`src/rtl/fft_frame_sequencer.sv`:
```
// Frames a real-valued sample stream into FFT-core sink packets (sop/eop/valid, backpressure).
// Optional FFT_CONT_MODE_EN: back-to-back frames with no idle gap while start stays high.
module fft_frame_sequencer #(
    parameter int DATA_W = 14,
    parameter int PTS_W  = 11,
    parameter int CNT_W  = 16
) (
    input  logic              clk,
    input  logic              rst_n,
    input  logic              start,
    input  logic              abort,
    input  logic [PTS_W-1:0]  cfg_pts,
    input  logic              cfg_inverse,
    input  logic [DATA_W-1:0] in_data,
    input  logic              in_valid,
    output logic              in_ready,
    input  logic              sink_ready,
    output logic              sink_valid,
    output logic              sink_sop,
    output logic              sink_eop,
    output logic [DATA_W-1:0] sink_real,
    output logic [DATA_W-1:0] sink_imag,
    output logic [1:0]        sink_error,
    output logic              inverse,
    output logic [PTS_W-1:0]  fft_pts,
    output logic              busy,
    output logic              frame_done,
    output logic [CNT_W-1:0]  frame_cnt
);

    // state    | meaning
    // S_IDLE   | waiting for start with a legal cfg_pts
    // S_STREAM | accepting samples until the last one of the frame
    // S_DRAIN  | last beat registered, waiting for the sink to take it
    typedef enum logic [1:0] {
        S_IDLE   = 2'd0,
        S_STREAM = 2'd1,
        S_DRAIN  = 2'd2
    } state_t;

    state_t           state_q, state_d;
    logic [PTS_W-1:0] index_q;
    logic             cfg_legal;
    logic             xfer;
    logic             eop_xfer;
    logic             accept;
    logic             is_last;
    logic             latch_cfg;
    logic             frame_end;
    logic             abort_hit;
    logic [1:0]       err_d;

    assign cfg_legal = (cfg_pts == PTS_W'(64))  || (cfg_pts == PTS_W'(128)) ||
                       (cfg_pts == PTS_W'(256)) || (cfg_pts == PTS_W'(512)) ||
                       (cfg_pts == PTS_W'(1024));

    assign xfer      = sink_valid & sink_ready;
    assign eop_xfer  = xfer & sink_eop;
    assign in_ready  = (state_q == S_STREAM) & (!sink_valid | sink_ready) & !abort;
    assign accept    = in_valid & in_ready;
    assign is_last   = (index_q == fft_pts - PTS_W'(1));
    assign busy      = (state_q != S_IDLE);
    assign sink_imag = '0;

    always_ff @(posedge clk or negedge rst_n) begin
        if (!rst_n) begin
            state_q <= S_IDLE;
        end else begin
            state_q <= state_d;
        end
    end

    always_comb begin
        state_d   = state_q;
        latch_cfg = 1'b0;
        frame_end = 1'b0;
        abort_hit = 1'b0;
        err_d     = 2'b00;
        case (state_q)
            S_IDLE: begin
                if (start) begin
                    if (cfg_legal) begin
                        latch_cfg = 1'b1;
                        state_d   = S_STREAM;
                    end else begin
                        err_d = 2'b01;
                    end
                end
            end
            S_STREAM: begin
                if (abort) begin
                    abort_hit = 1'b1;
                    err_d     = 2'b11;
                    state_d   = S_IDLE;
                end else if (accept && is_last) begin
                    state_d = S_DRAIN;
                end
            end
            S_DRAIN: begin
                // A completing eop transfer takes priority over a simultaneous abort.
                if (eop_xfer) begin
                    frame_end = 1'b1;
                    state_d   = S_IDLE;
`ifdef FFT_CONT_MODE_EN
                    if (start && cfg_legal) begin
                        latch_cfg = 1'b1;
                        state_d   = S_STREAM;
                    end
`endif
                end else if (abort) begin
                    abort_hit = 1'b1;
                    err_d     = 2'b11;
                    state_d   = S_IDLE;
                end
            end
            default: state_d = S_IDLE;
        endcase
    end

    always_ff @(posedge clk or negedge rst_n) begin
        if (!rst_n) begin
            index_q    <= '0;
            sink_valid <= 1'b0;
            sink_sop   <= 1'b0;
            sink_eop   <= 1'b0;
            sink_real  <= '0;
            sink_error <= 2'b00;
            inverse    <= 1'b0;
            fft_pts    <= '0;
            frame_done <= 1'b0;
            frame_cnt  <= '0;
        end else begin
            sink_error <= err_d;
            frame_done <= frame_end;

            if (frame_end) begin
                frame_cnt <= frame_cnt + CNT_W'(1);
            end

            if (latch_cfg) begin
                fft_pts <= cfg_pts;
                inverse <= cfg_inverse;
            end

            if (latch_cfg || abort_hit) begin
                index_q <= '0;
            end else if (accept) begin
                index_q <= is_last ? '0 : index_q + PTS_W'(1);
            end

            // Single output register: load on accept, hold while stalled, clear once taken.
            if (abort_hit) begin
                sink_valid <= 1'b0;
                sink_sop   <= 1'b0;
                sink_eop   <= 1'b0;
            end else if (accept) begin
                sink_valid <= 1'b1;
                sink_real  <= in_data;
                sink_sop   <= (index_q == '0);
                sink_eop   <= is_last;
            end else if (xfer) begin
                sink_valid <= 1'b0;
                sink_sop   <= 1'b0;
                sink_eop   <= 1'b0;
            end
        end
    end

endmodule

```
`config.mk`:
```
export PLATFORM = sky130hd
export DESIGN_NAME = fft_frame_sequencer
export DESIGN_NICKNAME = d
export VERILOG_FILES = /design/src/rtl/fft_frame_sequencer.sv
export SDC_FILE = /design/constraint.sdc
export NUM_CORES = 1
export LEC_CHECK = 0
export BUFFER_PORTS_ARGS = -buffer_cell sky130_fd_sc_hd__buf_4
export CORE_MARGIN = 5
export CORE_UTILIZATION = 56
export CTS_CLUSTER_SIZE = 16
export DETAILED_ROUTE_END_ITERATION = 16
export GPL_TIMING_DRIVEN = 0
export PLACE_DENSITY_LB_ADDON = 0.08
export SLEW_MARGIN = 25
export SYNTH_ARGS = -nofsm -noshare
export SYNTH_HDL_FRONTEND = slang
export SYNTH_SLANG_ARGS = --single-unit
export TNS_END_PERCENT = 50
```
`constraint.sdc`:
```
create_clock -name clk -period 5.7 [get_ports clk]
set_input_delay 0.285 -clock clk [delete_from_list [all_inputs] [get_ports clk]]
set_output_delay 0.285 -clock clk [all_outputs]
set_load 0.05 [all_outputs]
```
==> run metrics, run 1 <==
Final Non-Filler Cells 535; vias in the first global route 2,722; top-area cell type share of the netlist area 47.14%; met2 GRT Util 35.11%; commonest non-fill, non-tap cells in the layout 95 x buf_4, 83 x nand2_1, 61 x dfrtp_1; Cell Area, Synth 3238 um^2; Avg Cell Area, Syn 9.173 um^2; leading cell type in the layout, fill and taps excluded buf_4; Critical Path Sink Type flip-flop; switching share of power a little under a third; Crit path max-delay family simple AND/OR/NAND/NOR gates; Seq/Total Area, Yosys 47.14%; top post-synthesis cells by area dfrtp_1 47%, nand2_1 9.6%, xnor2_1 5.7%, xor2_1 4.1%, buf_4 3.2%; clock tree from TritonCTS yes; Net Sw Power 385.7 uW; met1 Track Usage GR 28.45%; Tot GR Track Use 22.15%; EDFF count, synth 0; Vias per Instance 5.284; final worst path period share 53.26%; Flop pwr share 39.9%; crit path kind reg2reg; Layout Skew 12.62 ps; Setup WS post-layout ~2700 ps; area grow syn2layout 30.45%; worst-skew pair later-pin latency 350 ps; DP Cell Count slightly above 500; element type at the critical path start flip-flop; Worst Tran Pin Value 986.7 ps; Initial Util 58.09%; Fin. Hold Viols 0; IO Pins 96; Setup Viol. Count Final 0; Rel. slew slack ~33%; setup repair bufs after CTS 0; clk slew on worst S/H paths 60 ps; Clk pwr share a little under two fifths; wire length per cell 14.44 um; final routed DRC violation total 0; count of cell types in the netlist 49; DRT iter0 DRCs 178; root buffer cell clkbuf_8; Core ar. 5574 um^2; FILL cells roughly 430; crit path DAT 3310 ps; Critical Path RT 5980 ps; Slew Viols, Final 0; Place WS 2674 ps; H-tree levels 3; Hold WC Path Type in2async; TritonRoute pass-1 iters 4; grt total ovfl 0; post-route minimum period 3036 ps; Resized cells post-CTS 0; DRT Wirelength around 7.7 mm; synthesized instance count 353; most used routing layer met2; ant diodes 0; layout net count about 500; Combinational Power Share 22.2%; die area 7403 um^2; Synthesis Warnings 0; Vias around 2,800; Die W 86.04 um; largest net degree at the start of global routing 62; Yosys reg bits 61; LEAKAGE 0.002206 uW; TritonCTS buffer count 9; ys async rst share 100.0%; ys flop type dfrtp_1; status completed; most used cell, CP or4_1; die height around 86 um; Max-Cap Viols 0; antenna violations before repair 0; RSZ-0062 raised after global routing no; crit-path max FO 6; PortBufs 81; worst-case clock buffer depth 2; crit path buf inv count 1; row count 27; power density cells between 200 and 300 nW/um^2; Hold-fix buffers, CTS 0; Largest stage delay, worst path 650 ps; first-pass GRT wire length 12.95 mm; CP cell instances inv_1 > ha_1 > nor3b_1 > nand2_1 > xnor2_1 > or4_1 > or4_1 > o21ai_1 > o31a_2; share of cells above drive strength 1 25.70%; setup total negative slack 0 ps; met3 Use GR roughly 8.4%; f_max 0.3294 GHz; Max VDD drop approximately 0.24 mV; Int Power 841.9 uW; area leader, netlist dfrtp_1; antenna viol nets, final 0; CP max stage cell nor3b_1; DP Wirelength 5.555 mm; GPL Wtd Cong 0.8000; Clock Sinks 61
-- path summary, 6_finish.rpt --
path | depth (start not counted) | slack, ps | from | to
worst max-delay path | 9 | 2660 | fft_pts[0]$_DFFE_PN0P_ | state_q[0]$_DFFE_PN0P_
worst min-delay path | 1 | 7 | rst_n | fft_pts[2]$_DFFE_PN0P_
worst max register to register | 9 | 2660 | fft_pts[0]$_DFFE_PN0P_ | state_q[0]$_DFFE_PN0P_
worst min register to register | 2 | 480 | sink_real[5]$_DFFE_PN0P_ | sink_real[5]$_DFFE_PN0P_
max in group asynchronous | 1 | 5180 | rst_n | index_q[3]$_DFFE_PN0P_
min in group clk | 3 | 130 | in_data[6] | sink_real[6]$_DFFE_PN0P_
-- logic make-up (layout without fill, tap and decap cells) --
logic type                 Yosys count  count (layout)  share of synthesized area (%)
adders and majority gates            8               8                          3.091
buffers and inverters               35             132                          5.757
DFF                                 61              61                          47.14
AOI/OAI and AO/OA                   34              34                          7.342
other                                1              14                         0.1158
and+or+nand+nor                    175             175                          25.81
xor gates and xnor gates            36              36                          9.737
muxes                                3               3                          1.005
-- cell usage after synthesis (2+ instances only) --
| cell type | n |
|---|---|
| nor3b_1 | 2 |
| o32ai_1 | 3 |
| nor2_1 | 20 |
| or3_1 | 4 |
| a211oi_1 | 2 |
| xor2_1 | 15 |
| nand2_1 | 83 |
| a21oi_1 | 6 |
| nand2b_1 | 4 |
| mux2_2 | 2 |
| ha_1 | 8 |
| nand3_1 | 15 |
| nor4_1 | 6 |
| nor2b_1 | 6 |
| clkbuf_1 | 9 |
| nand4_1 | 8 |
| a31oi_1 | 2 |
| and3_1 | 7 |
| o21ai_0 | 7 |
| buf_4 | 14 |
| or4_1 | 4 |
| nor3_1 | 4 |
| buf_2 | 2 |
| o22ai_1 | 2 |
| dfrtp_1 | 61 |
| xnor2_1 | 21 |
| and2_1 | 6 |
| inv_1 | 9 |
-- power groups by stage --
stage / Clock, uW / Sequential, uW / Combinational [uW]
finish: 465 / 490 / 273
global route: 499 / 493 / 293
CTS: 470 / 489 / 273
detailed placement: 0 / 497 / 271
global placement: 0 / 495 / 266
floorplan: 0 / 576 / 97.9
-- per-layer routing --
layer	wire length (um)	up-vias
met5	0	-
met4	173	0
met3	688	22
met2	3642	120
met1	3220	1305
li1	-	1380
-- sequential cells by signal (all words and copies together) (netlist names), 2 cells and up --
signal      count
sink_error      2
index_q        11
fft_pts        11
sink_real      14
frame_cnt      16
state_q         2
-- final cells by class --
| cell class | instances | area, um^2 | share of cell area [%] |
|---|---|---|---|
| Clock buffer | 10 | 127.6 | 3.021 |
| Tap cell | 72 | 90.09 | 2.133 |
| Multi-Input combinational cell | 270 | 1574 | 37.26 |
| Timing Repair Buffer | 81 | 608.1 | 14.40 |
| Clock inverter | 6 | 111.4 | 2.636 |
| Buffer | 26 | 152.6 | 3.614 |
| Sequential cell | 61 | 1526 | 36.14 |
| Inverter | 9 | 33.78 | 0.7998 |
-- per-stage QoR --
step | utilization (%) | hold slack [ps] | area (um^2) | total power [uW]
2_1_floorplan | - | -10.59 | 3287 | 674.2
3_3_place_gp | 71.49 | 409.2 | 3985 | 761.5
3_5_place_dp | 71.49 | 405.0 | 3985 | 767.8
4_1_cts | 75.78 | 38.06 | 4224 | 1233
5_1_grt | 75.78 | 80.30 | 4224 | 1286
6_report | 75.78 | 7.021 | 4224 | 1228
No activity file was read; power rests on OpenSTA's default activity.
==> run 2, diff against run 1 <==
--- a/config.mk
+++ b/config.mk
@@ -7,7 +7,7 @@
 export LEC_CHECK = 0
 export BUFFER_PORTS_ARGS = -buffer_cell sky130_fd_sc_hd__buf_4
 export CORE_MARGIN = 5
-export CORE_UTILIZATION = 56
+export CORE_UTILIZATION = 52
 export CTS_CLUSTER_SIZE = 16
 export DETAILED_ROUTE_END_ITERATION = 16
 export GPL_TIMING_DRIVEN = 0
==> constraint.sdc (replaced) <==
create_clock -name clk -period 3.13 [get_ports clk]
set_input_delay 0.1565 -clock clk [delete_from_list [all_inputs] [get_ports clk]]
set_output_delay 0.1565 -clock clk [all_outputs]
set_load 0.05 [all_outputs]
==> run 2 against run 1 <==
Compared with the run above:
- sequential share of layout area is 1.3 points lower
- global-route usage is 1.1 points lower
- critical path type unchanged
- worst hold slack better by 14 ps
- maximum frequency is 8.6% higher
- register-to-register slack worse by 2300 ps
- cell count is 3.2% higher
- count of clock-buffer cells in the layout is 1 lower
- clock skew is 3.0 ps lower
- core utilization is 2.7 points lower
==> run metrics, run 2 (synthesis results as in run 1) <==
die area 7905 um^2 (was 7403 um^2); Largest Register frame_cnt (unchanged); PortBufs 81 (unchanged); status completed (unchanged); TritonCTS buffer count 9 (unchanged); first-pass GRT wire length 12.81 mm (was 12.95 mm); RSZ-0062 raised after global routing no (unchanged); Combinational Power Share 22.4% (was 22.2%); clock tree from TritonCTS yes (unchanged); share of cells above drive strength 1 25.37% (was 25.70%); H-tree levels 3 (unchanged); GPL Wtd Cong 0.8567 (was 0.8000); antenna viol nets, final 0 (unchanged); Initial Util 54.05% (was 58.09%); worst-skew pair later-pin latency 350 ps (about the same); Max VDD drop 0.4974 mV (was 0.2411 mV); Rel. slew slack 38.69% (was 32.52%); DRT iter0 DRCs 115 (was 178); vias in the first global route 2,761 (was 2,722); Tot GR Track Use 21.09% (was 22.15%); dpl cell area 3989 um^2 (was 3985 um^2); max reg flops 16 (unchanged); commonest non-fill, non-tap cells in the layout 95 x buf_4, 83 x nand2_1, 61 x dfrtp_1 (unchanged); row count 28 (was 27); Int Power 1548 uW (was 841.9 uW); root buffer cell clkbuf_8 (unchanged); Flop pwr share 39.2% (was 39.9%); post-route minimum period 2795 ps (was 3036 ps); Critical Path Sink Type flip-flop (unchanged); power density cells 519.4 nW/um^2 (was 290.6 nW/um^2); Vias 2,839 (was 2,827); CP cell instances or4_1 > buf_2 > nor3_2 > o2111ai_1 > or4_1 > or4_1 > o21ai_1 > o31a_2 (was inv_1 > ha_1 > nor3b_1 > nand2_1 > xnor2_1 > or4_1 > or4_1 > o21ai_1 > o31a_2); Fin. Hold Viols 0 (unchanged); Max-Cap Viols 0 (unchanged); die height 88.91 um (was 86.04 um); crit path buf inv count 1 (unchanged); antenna violations before repair 0 (unchanged); largest net degree at the start of global routing 62 (unchanged); TritonRoute pass-1 iters 4 (unchanged); largest registers frame_cnt: 16 flops, sink_real: 14 flops (unchanged); switching share of power 31.98% (was 31.42%); most used cell, CP or4_1 (unchanged); Die W 88.91 um (was 86.04 um); Net Sw Power 727.7 uW (was 385.7 uW); worst-case clock buffer depth 2 (unchanged); grt total ovfl 0 (unchanged); Critical Path RT 3410 ps (was 5980 ps); IO Pins 96 (unchanged); setup total negative slack 0 ps (unchanged); leading cell type in the layout, fill and taps excluded buf_4 (unchanged); crit path DAT 3080 ps (was 3310 ps); ant diodes 0 (unchanged); Slew Viols, Final 0 (unchanged); DP Wirelength 5.551 mm (was 5.555 mm); Largest stage delay, worst path 560 ps (was 650 ps); final routed DRC violation total 0 (unchanged); element type at the critical path start flip-flop (unchanged); crit path kind reg2reg (unchanged); Core ar. 5991 um^2 (was 5574 um^2); Layout Skew 9.646 ps (was 12.62 ps); Worst Tran Pin Value 896.4 ps (was 986.7 ps); DRT Wirelength 7.749 mm (was 7.724 mm); Setup Viol. Count Final 0 (unchanged); Clock Sinks 61 (unchanged); area grow syn2layout 35.28% (was 30.45%); final worst path period share 89.31% (was 53.26%); Crit path max-delay family simple AND/OR/NAND/NOR gates (unchanged); crit-path max FO 10 (was 6); Clk pwr share 38.4% (was 37.9%); Vias per Instance 5.143 (was 5.284); CP max stage cell or4_1 (was nor3b_1); layout net count 512 (was 498); final instance area 4380 um^2 (was 4224 um^2); clk slew on worst S/H paths 70 ps (was 60 ps); LEAKAGE 0.002268 uW (was 0.002206 uW); wire length per cell 14.04 um (was 14.44 um); Hold WC Path Type in2reg (was in2async); f_max 0.3577 GHz (was 0.3294 GHz)
==> run 2: cell count changes in the layout (fill, tap and decap cells not counted), sizes merged <==
cell	delta
inv	+1
clkinv	-1
clkbuf	-1
clkinvlp	+1
dlygate4sd3	+14
==> run 2: tightest hold or removal path, cell delays in order <==
cell and delay, ps:
buf_4 80, nand2_1 50, nand2_1 50
==> run 2: area by class of cell <==
cell class | instances | area [um^2]
fill | 463 | 1610
sequential | 61 | 1526
tap | 75 | 93.84
clock buffer | 9 | 123.9
multi-input combinational | 270 | 1579
timing repair buffer | 95 | 748.2
clock inverter | 7 | 122.6
buffer | 26 | 152.6
inverter | 9 | 33.78
==> run 2: per-layer routing <==
metal | share of wire [%] | global-route usage, % | vias up | routed length, um
met5 | 0 | 0 | - | 0
met4 | 1.4 | 6.593 | 0 | 112
met3 | 8.5 | 7.558 | 12 | 659
met2 | 48 | 33.81 | 93 | 3722
met1 | 42 | 26.83 | 1323 | 3255
li1 | - | - | 1411 | -
==> run 2: power groups by stage <==
stage / clock network [uW] / registers (uW) / logic (uW)
after floorplan: 0 / 1050 / 178
after global placement: 0 / 902 / 487
final: 873 / 892 / 510
after detailed placement: 0 / 904 / 493
after CTS: 892 / 891 / 509
after global routing: 929 / 899 / 552
==> run 2: final timing paths <==
path,slack [ps],cells past startpoint,endpoint,start
max in group asynchronous,2180,2,frame_cnt[15]$_DFFE_PN0P_,rst_n
setup / recovery,330,8,state_q[0]$_DFFE_PN0P_,fft_pts[2]$_DFFE_PN0P_
setup reg to reg,330,8,state_q[0]$_DFFE_PN0P_,fft_pts[2]$_DFFE_PN0P_
hold reg to reg,480,1,frame_cnt[15]$_DFFE_PN0P_,frame_cnt[15]$_DFFE_PN0P_
min in group asynchronous,420,2,fft_pts[0]$_DFFE_PN0P_,rst_n
hold / removal,20,3,sink_real[2]$_DFFE_PN0P_,in_data[2]
==> run 2: stage by stage <==
stage | hold WS, ps | total power [uW] | std cells | util, % | worst slack [ps]
2_1_floorplan | -139.1 | 1228 | 366 | - | 266.1
3_3_place_gp | 285.1 | 1389 | 522 | 66.58 | 178.2
3_5_place_dp | 290.1 | 1397 | 522 | 66.58 | 98.58
4_1_cts | 11.93 | 2292 | 552 | 73.04 | 72.59
5_1_grt | 21.97 | 2380 | 552 | 73.12 | 188.8
6_report | 21.23 | 2275 | 552 | 73.12 | 334.6
==> run 2: timing repair <==
item	in CTS	in global routing
hold buffers	14	0
buffers inserted	0	0
hold endpoints to repair	74	0
endpoints found under the setup margin	0	9
resized for setup	0	1
==> run 3, diff against run 2 <==
--- a/config.mk
+++ b/config.mk
@@ -8,12 +8,13 @@
 export BUFFER_PORTS_ARGS = -buffer_cell sky130_fd_sc_hd__buf_4
 export CORE_MARGIN = 5
 export CORE_UTILIZATION = 52
+export CTS_CLUSTER_DIAMETER = 100
 export CTS_CLUSTER_SIZE = 16
 export DETAILED_ROUTE_END_ITERATION = 16
 export GPL_TIMING_DRIVEN = 0
-export PLACE_DENSITY_LB_ADDON = 0.08
+export PLACE_DENSITY = 0.83
 export SLEW_MARGIN = 25
 export SYNTH_ARGS = -nofsm -noshare
 export SYNTH_HDL_FRONTEND = slang
 export SYNTH_SLANG_ARGS = --single-unit
-export TNS_END_PERCENT = 50
+export TNS_END_PERCENT = 10
==> run 3 against run 2 <==
Compared with the run above:
- via count increased by 0.56%
- combinational power decreased by 1%
- non-clock buffer count decreased by 8
- cell area decreased by 2.5%
- register-to-register slack improved by 20 ps
- sequential share of layout area increased by 0.91 points
- highest routed layer unchanged
==> run metrics, run 3 (synthesis results as in run 1) <==
met2 wire len 3.831 mm (was 3.722 mm); Critical Path RT 3400 ps (was 3410 ps); DP Cell Count 522 (unchanged); share of cells above drive strength 1 25.59% (was 25.37%); Hold WC Path Type in2reg (unchanged); Layout Skew 11.39 ps (was 9.646 ps); crit-path max FO 10 (unchanged); clock tree from TritonCTS yes (unchanged); final instance area 4269 um^2 (was 4380 um^2); final worst path period share 88.66% (was 89.31%); Largest stage delay, worst path 540 ps (was 560 ps); antenna violations before repair 0 (unchanged); row count 28 (unchanged); CP cell instances or4_1 > buf_2 > nor3_2 > o2111ai_1 > or4_1 > or4_1 > o21ai_1 > o31a_2 (unchanged); largest registers frame_cnt: 16 flops, sink_real: 14 flops (unchanged); Initial Util 54.05% (unchanged); die height 88.91 um (unchanged); antenna viol nets, final 0 (unchanged); Crit path max-delay family simple AND/OR/NAND/NOR gates (unchanged); Max VDD drop 0.4098 mV (was 0.4974 mV); Final Non-Filler Cells 544 (was 552); element type at the critical path start flip-flop (unchanged); Vias 2,855 (was 2,839); final routed DRC violation total 0 (unchanged); Core ar. 5991 um^2 (unchanged); post-route minimum period 2775 ps (was 2795 ps); die area 7905 um^2 (unchanged); sequential cell area 1526 um^2 (unchanged); wire length per cell 14.21 um (was 14.04 um); area grow syn2layout 31.84% (was 35.28%); Die W 88.91 um (unchanged); crit path buf inv count 1 (unchanged); Tot GR Track Use 20.07% (was 21.09%); Setup WS post-layout 354.9 ps (was 334.6 ps); worst-case clock buffer depth 2 (unchanged); largest net degree at the start of global routing 62 (unchanged); Place WS 143.2 ps (was 98.58 ps); RSZ-0062 raised after global routing no (unchanged); crit path kind reg2reg (unchanged); leading cell type in the layout, fill and taps excluded buf_4 (unchanged); grt total ovfl 0 (unchanged); vias in the first global route 2,772 (was 2,761); Rel. slew slack 41.04% (was 38.69%); FILL cells 468 (was 463); PortBufs 81 (unchanged); most used cell, CP or4_1 (unchanged); Fin. Hold Viols 0 (unchanged); max reg flops 16 (unchanged); met1 WL 3.238 mm (was 3.255 mm); Largest Register frame_cnt (unchanged); Max Used Layer met4 (unchanged); layout net count 504 (was 512); DRT Wirelength 7.732 mm (was 7.749 mm); CP max stage cell or4_1 (unchanged); met3 routed WL 513 um (was 659 um); Critical Path Sink Type flip-flop (unchanged); dpl cell area 3989 um^2 (unchanged); clk slew on worst S/H paths 70 ps (about the same); f_max 0.3603 GHz (was 0.3577 GHz); ant diodes 0 (unchanged); power density cells 504.3 nW/um^2 (was 519.4 nW/um^2); setup total negative slack 0 ps (unchanged); TritonRoute pass-1 iters 4 (unchanged); worst-skew pair later-pin latency 340 ps (was 350 ps); LEAKAGE 0.002229 uW (was 0.002268 uW); DP Wirelength 5.663 mm (was 5.551 mm); commonest non-fill, non-tap cells in the layout 95 x buf_4, 83 x nand2_1, 61 x dfrtp_1 (unchanged); GPL Wtd Cong 0.9327 (was 0.8567); Vias per Instance 5.248 (was 5.143); crit path DAT 3050 ps (was 3080 ps); Setup Viol. Count Final 0 (unchanged); first-pass GRT wire length 12.39 mm (was 12.81 mm); Max-Cap Viols 0 (unchanged); DRT iter0 DRCs 186 (was 115); IO Pins 96 (unchanged); Worst Tran Pin Value 862.1 ps (was 896.4 ps); Clock Sinks 61 (unchanged); Multi-input gate area 1579 um^2 (unchanged); root buffer cell clkbuf_8 (unchanged); TritonCTS buffer count 9 (unchanged); status completed (unchanged); Slew Viols, Final 0 (unchanged); H-tree levels 3 (unchanged)
run 3: stage by stage:
stage / hold slack (ps) / utilization (%) / power, uW
3_3_place_gp: 280.5 / 66.58 / 1382
4_1_cts: 1.235 / 71.18 / 2161
2_1_floorplan: -139.1 / - / 1228
6_report: 9.013 / 71.26 / 2153
3_5_place_dp: 282.4 / 66.58 / 1397
5_1_grt: 10.81 / 71.26 / 2231
run 3: per-layer routing:
layer  GRT usage [%]  vias to the layer above
li1                -                     1391
met1           25.99                     1346
met2           33.06                      104
met3           3.134                       14
met4           9.341                        0
met5               0                        -
run 3: timing repair:
action / CTS / global route
endpoints found under the hold margin: 66 / 0
buffers inserted: 0 / 0
gates resized for setup: 0 / 1
hold buffers: 6 / 0
endpoints found under the setup margin: 0 / 9
run 3: worst paths after layout:
kind | from | end | slack (ps) | depth (start not counted)
max | fft_pts[2]$_DFFE_PN0P_ | state_q[0]$_DFFE_PN0P_ | 350 | 8
min | in_data[4] | sink_real[4]$_DFFE_PN0P_ | 9 | 3
max reg2reg | fft_pts[2]$_DFFE_PN0P_ | state_q[0]$_DFFE_PN0P_ | 350 | 8
min reg2reg | frame_cnt[15]$_DFFE_PN0P_ | frame_cnt[15]$_DFFE_PN0P_ | 470 | 1
max in group asynchronous | rst_n | index_q[7]$_DFFE_PN0P_ | 2160 | 2
min in group asynchronous | rst_n | fft_pts[1]$_DFFE_PN0P_ | 430 | 2
run 3: final cells by class:
| cell class | instances | area share (%) |
|---|---|---|
| multi-input cells | 270 | 36.99 |
| flip-flops and latches | 61 | 35.76 |
| repair buffers | 87 | 15.65 |
| plain buffers | 26 | 3.576 |
| clock buffers | 10 | 2.989 |
| well taps | 75 | 2.198 |
| clock inverters | 6 | 2.052 |
| inverters | 9 | 0.7913 |
run 3: worst reg2reg max path: cells and delay by family, from the launching register on:
family	cells	cell delay [ps]
AO/OA/AOI/OAI	3	460
flip-flops	1	480
buffers and inverters	1	170
AND/OR/NAND/NOR	4	1610
run 3: power by group:
| part | internal (uW) | switching, uW | total [uW] |
|---|---|---|---|
| registers | 845 | 43.1 | 888 |
| clock network | 448 | 314 | 762 |
| logic | 165 | 338 | 503 |
| total | 1460 | 695 | 2150 |
